File: src/rtl/stack_pkg.sv
// Shared constants, count-width helper and operation decode type for the LIFO stack.
package stack_pkg;

    localparam int unsigned DEF_DEPTH = 8;
    localparam int unsigned DEF_WIDTH = 4;

    // Count must represent 0..DEPTH inclusive.
    function automatic int unsigned cnt_width(input int unsigned depth);
        return $clog2(depth + 1);
    endfunction

    typedef enum logic [1:0] {
        OP_NONE,
        OP_PUSH,
        OP_POP,
        OP_REPLACE
    } op_e;

endpackage

File: src/rtl/stack_mem.sv
// DEPTH x WIDTH register array: one synchronous write port, one asynchronous read port.
module stack_mem #(
    parameter int unsigned DEPTH = 8,
    parameter int unsigned WIDTH = 4,
    parameter int unsigned AW    = 3
) (
    input  logic             clk,
    input  logic             i_we,
    input  logic [AW-1:0]    i_waddr,
    input  logic [WIDTH-1:0] i_wdata,
    input  logic [AW-1:0]    i_raddr,
    output logic [WIDTH-1:0] o_rdata
);

    logic [WIDTH-1:0] r_mem [DEPTH];

    // Contents are intentionally not reset.
    always_ff @(posedge clk) begin
        if (i_we) begin
            r_mem[i_waddr] <= i_wdata;
        end
    end

    assign o_rdata = r_mem[i_raddr];

endmodule

File: src/rtl/stack.sv
// Synchronous LIFO stack: count register, op decode and registered data_out around stack_mem.
module stack
    import stack_pkg::*;
#(
    parameter int unsigned DEPTH = DEF_DEPTH,
    parameter int unsigned WIDTH = DEF_WIDTH
) (
    input  logic             clk,
    input  logic             rstN,
    input  logic [WIDTH-1:0] data_in,
    input  logic             push,
    input  logic             pop,
    output logic [WIDTH-1:0] data_out,
    output logic             full,
    output logic             empty
);

    localparam int unsigned CW = cnt_width(DEPTH);
    localparam int unsigned AW = $clog2(DEPTH);

    logic [CW-1:0]    r_count;
    logic [CW-1:0]    w_top;
    logic [WIDTH-1:0] w_rdata;
    logic             w_we;
    logic [AW-1:0]    w_waddr;
    op_e              w_op;

    assign full  = (r_count == CW'(DEPTH));
    assign empty = (r_count == '0);
    assign w_top = r_count - CW'(1);

    // push+pop on an empty stack degrades to a plain push.
    always_comb begin
        w_op    = OP_NONE;
        w_we    = 1'b0;
        w_waddr = '0;
        if (push && pop && !empty) begin
            w_op = OP_REPLACE;
        end else if (pop && !push && !empty) begin
            w_op = OP_POP;
        end else if (push && !full) begin
            w_op = OP_PUSH;
        end
        case (w_op)
            OP_PUSH: begin
                w_we    = 1'b1;
                w_waddr = r_count[AW-1:0];
            end
            OP_REPLACE: begin
                w_we    = 1'b1;
                w_waddr = w_top[AW-1:0];
            end
            default: ;
        endcase
    end

    stack_mem #(
        .DEPTH (DEPTH),
        .WIDTH (WIDTH),
        .AW    (AW)
    ) u_mem (
        .clk     (clk),
        .i_we    (w_we),
        .i_waddr (w_waddr),
        .i_wdata (data_in),
        .i_raddr (w_top[AW-1:0]),
        .o_rdata (w_rdata)
    );

    always_ff @(posedge clk or negedge rstN) begin
        if (!rstN) begin
            r_count  <= '0;
            data_out <= '0;
        end else begin
            case (w_op)
                OP_PUSH:    r_count <= r_count + CW'(1);
                OP_POP: begin
                    r_count  <= r_count - CW'(1);
                    data_out <= w_rdata;
                end
                OP_REPLACE: data_out <= w_rdata;
                default: ;
            endcase
        end
    end

endmodule

File: config.mk
export PLATFORM = sky130hd
export DESIGN_NAME = stack
export DESIGN_NICKNAME = d
export VERILOG_FILES = /design/src/rtl/stack_pkg.sv /design/src/rtl/stack_mem.sv /design/src/rtl/stack.sv
export SDC_FILE = /design/constraint.sdc
export NUM_CORES = 1
export LEC_CHECK = 0
export ABC_AREA = 1
export CAP_MARGIN = 10
export CORE_UTILIZATION = 54
export CTS_CLUSTER_DIAMETER = 200
export DETAILED_ROUTE_END_ITERATION = 8
export HOLD_SLACK_MARGIN = 0.05
export PLACE_DENSITY = 0.74
export SLEW_MARGIN = 20
export SYNTH_ARGS = -nofsm -noshare
export SYNTH_HDL_FRONTEND = slang
export SYNTH_SLANG_ARGS = --single-unit
File: constraint.sdc
create_clock -name clk -period 3.1 [get_ports clk]
set_clock_uncertainty 0.2 [all_clocks]
set_input_delay 0.62 -clock clk [delete_from_list [all_inputs] [get_ports clk]]
set_output_delay 0.62 -clock clk [all_outputs]
set_load 0.01 [all_outputs]
==> flow_summary.ini <==
[synthesis]
synth_area_leaders = edfxtp_1 (50%), nand2_1 (14%), dfrtp_1 (10%)
yosys_warnings = 0
syn-mean-instance-area_um2 = 9.42
syn-instance-count = 203
syn_nets = 215
synth_top_area_share_pct = 50.3
yosys.area.top_type = edfxtp_1
synth_seq_area_share_pct = 60.7
syn_area_um2 = 1910
synth_cell_types = 21
ys_seq_elements = 40

[run_status]
outcome = complete, no violations

[timing]
grt_setup_unrepaired = false
hold_violations = 0
layout_min_cycle_time_ns = 2.65
timing.fmax_mhz = 377
max_slew_margin_pct = 69.4
worst_hold_slack_ns = 0.290
setup_viol = 0
tightest_slew_ns = 0.460
fin_crit_sh_pct = 85.5
tns_ns = 0
worst_slack_ns = 0.451
finalMaxSlewViolations = 0

[setup_path]
crit_required_ns = 2.28
r2r_end = u_mem.r_mem[0][1]
critPathLaunchType = flop
worstSetupPathType = flop to output pin
crit_fanout = 6
reg2reg_setup_slack_ns = 0.50
reg2reg_depth = 10
r2r_start = r_count[1]
critical_path_arrival_ns = 1.83
end_kind = output pin

[detailed_routing]
postRouteAntennaNets = 0
viasPerCell = 5.08
drtIter0Drc = 117
finalWirelength_um = 3680
drc = 0
num_vias = 1366
wl_per_cell_um = 13.7
drt_pass1_iterations = 4

[floorplanning]
initial_utilization_pct = 56.8
core_um2 = 3360
dieArea_um2 = 3780
die_y_um = 61.5
io_pins = 14
num_rows = 21
die_w_um = 61.5

[clock_network]
clkSinkCount = 40
clockBufferDepth = 2
clock_latency_ns = 0.34
cts-resized-gates = 0
post_cts_buffers = 0
cts_tree = built
clk_transition_reported_paths_ns = 0.11
cts_root_buf = clkbuf_4
cts_hold_buffers = 0
numCtsBuffers = 5
htree_levels = 2

[hold_path]
worstHoldPathCells = 2
hold_path.class = flop to flop
min_to = data_out[2]
hp-start = data_out[2]

[placement]
placed_cells = 261
dp.final_hpwl_um = 2650
dpl_worst_slack_ns = 0.179
place.gp.congestion = 0.878
portBuffers = 13

[final_layout]
regArea_um2 = 1160
drive_above_1_share_pct = 9.42
insertedDiodeCount = 0
syn2layout_area_growth_pct = 12.7
multi_input_area_um2 = 636
finish.utilization_pct = 64.1
instances_no_fill = 269
nFillCells = 313
nNetsFinal = 234

[global_route]
grt_usage_pct = 22.4
antenna_found_initial = 0
grt_pass1_vias = 1244
grt_first_pass_wirelength_um = 5800
grt_max_degree = 22
grt.overflow.total = 0

[flow_run]
drv_cap = 0

[power_and_ir_drop]
max-vdd-ir-drop_uv = 551
power.leakage_nw = 0.959
powerDensity_nw_per_um2 = 914
## worst max-delay path by stage
stage / cells past startpoint / end / slack, ns / from
finish: 5 / full / 0.45 / r_count[1]
global route: 10 / u_mem.r_mem[0][1] / 0.31 / r_count[1]
CTS: 5 / full / 0.43 / r_count[1]
detailed placement: 10 / u_mem.r_mem[6][3] / 0.18 / pop
global placement: 10 / u_mem.r_mem[0][0] / 0.29 / pop
floorplan: 11 / u_mem.r_mem[0][0] / 0.60 / r_count[0]
## logic make-up (layout without fill, tap and decap cells)
group	after synthesis	count (layout)	share of synthesized area, %
XOR/XNOR	2	2	0.916
buffers and inverters	29	49	6.02
AO/OA/AOI/OAI	10	10	2.81
AND/OR/NAND/NOR	118	118	26.9
flip-flops	40	40	60.7
adder cells (fa/ha/maj)	4	4	2.62
## area by class of cell
type                    instances  share of cell area (%)
clock inverters                 1                   0.232
inverters                      24                    4.18
repair buffers                 17                    7.43
well taps                      46                    2.67
clock buffers                   7                    2.09
flip-flops and latches         40                    53.9
multi-input cells             134                    29.5
## routing by layer
layer / share of wire [%] / GRT usage, %
met2: 48 / 35.2
met4: 1.8 / 10.5
met1: 45 / 29.6
met5: 0 / 0
met3: 4.7 / 5.25
## layout by cell type, fill, tap and decap left out
cell and instances:
a21oi_1 1, a22oi_1 1, buf_4 4, clkbuf_1 2, clkbuf_4 5, clkdlybuf4s50_1 13
clkinv_2 1, dfrtp_1 8, edfxtp_1 32, ha_1 4, inv_1 22, inv_2 2
nand2_1 69, nand2_2 5, nand2_4 2, nand3_1 22, nand3_2 1, nand4_1 1
nor2_1 14, nor2_2 1, nor3_1 2, o21ai_0 7, o22ai_1 1, or2_0 1
xnor2_1 2
## registers in the layout, indices dropped and copies added (netlist names)
| register | count |
|---|---|
| u_mem.r_mem | 32 |
| data_out | 4 |
| r_count | 4 |
## synth_stat cells
cell      number
nand2_1       69
edfxtp_1      32
inv_1         22
nand3_1       22
nor2_1        14
dfrtp_1        8
o21ai_0        7
buf_2          5
nand2_2        5
ha_1           4
inv_2          2
nand2_4        2
nor3_1         2
xnor2_1        2
a21oi_1        1
a22oi_1        1
nand3_2        1
nand4_1        1
nor2_2         1
o22ai_1        1
or2_0          1
## worst max-delay path, stage by stage (launching register included)
cell	delay, ns
dfrtp_1	0.46
inv_1	0.08
ha_1	0.24
nand3_1	0.12
inv_1	0.06
clkdlybuf4s50_1	0.53
## stage by stage
stage	power, W	area, um^2
6_report	0.00197	2150
4_1_cts	0.00197	2150
5_1_grt	0.00213	2150
3_5_place_dp	0.00173	2100
3_3_place_gp	0.00170	2100
2_1_floorplan	0.00145	1910
## where the power goes
group	leakage (nW)	switching [W]	internal [W]
combinational	0.543	0.000609	0.000344
clock	0.0293	0.000156	0.0000885
sequential	0.386	0.0000636	0.000709
total	0.959	0.000828	0.00114
No activity file was read; power rests on OpenSTA's default activity.
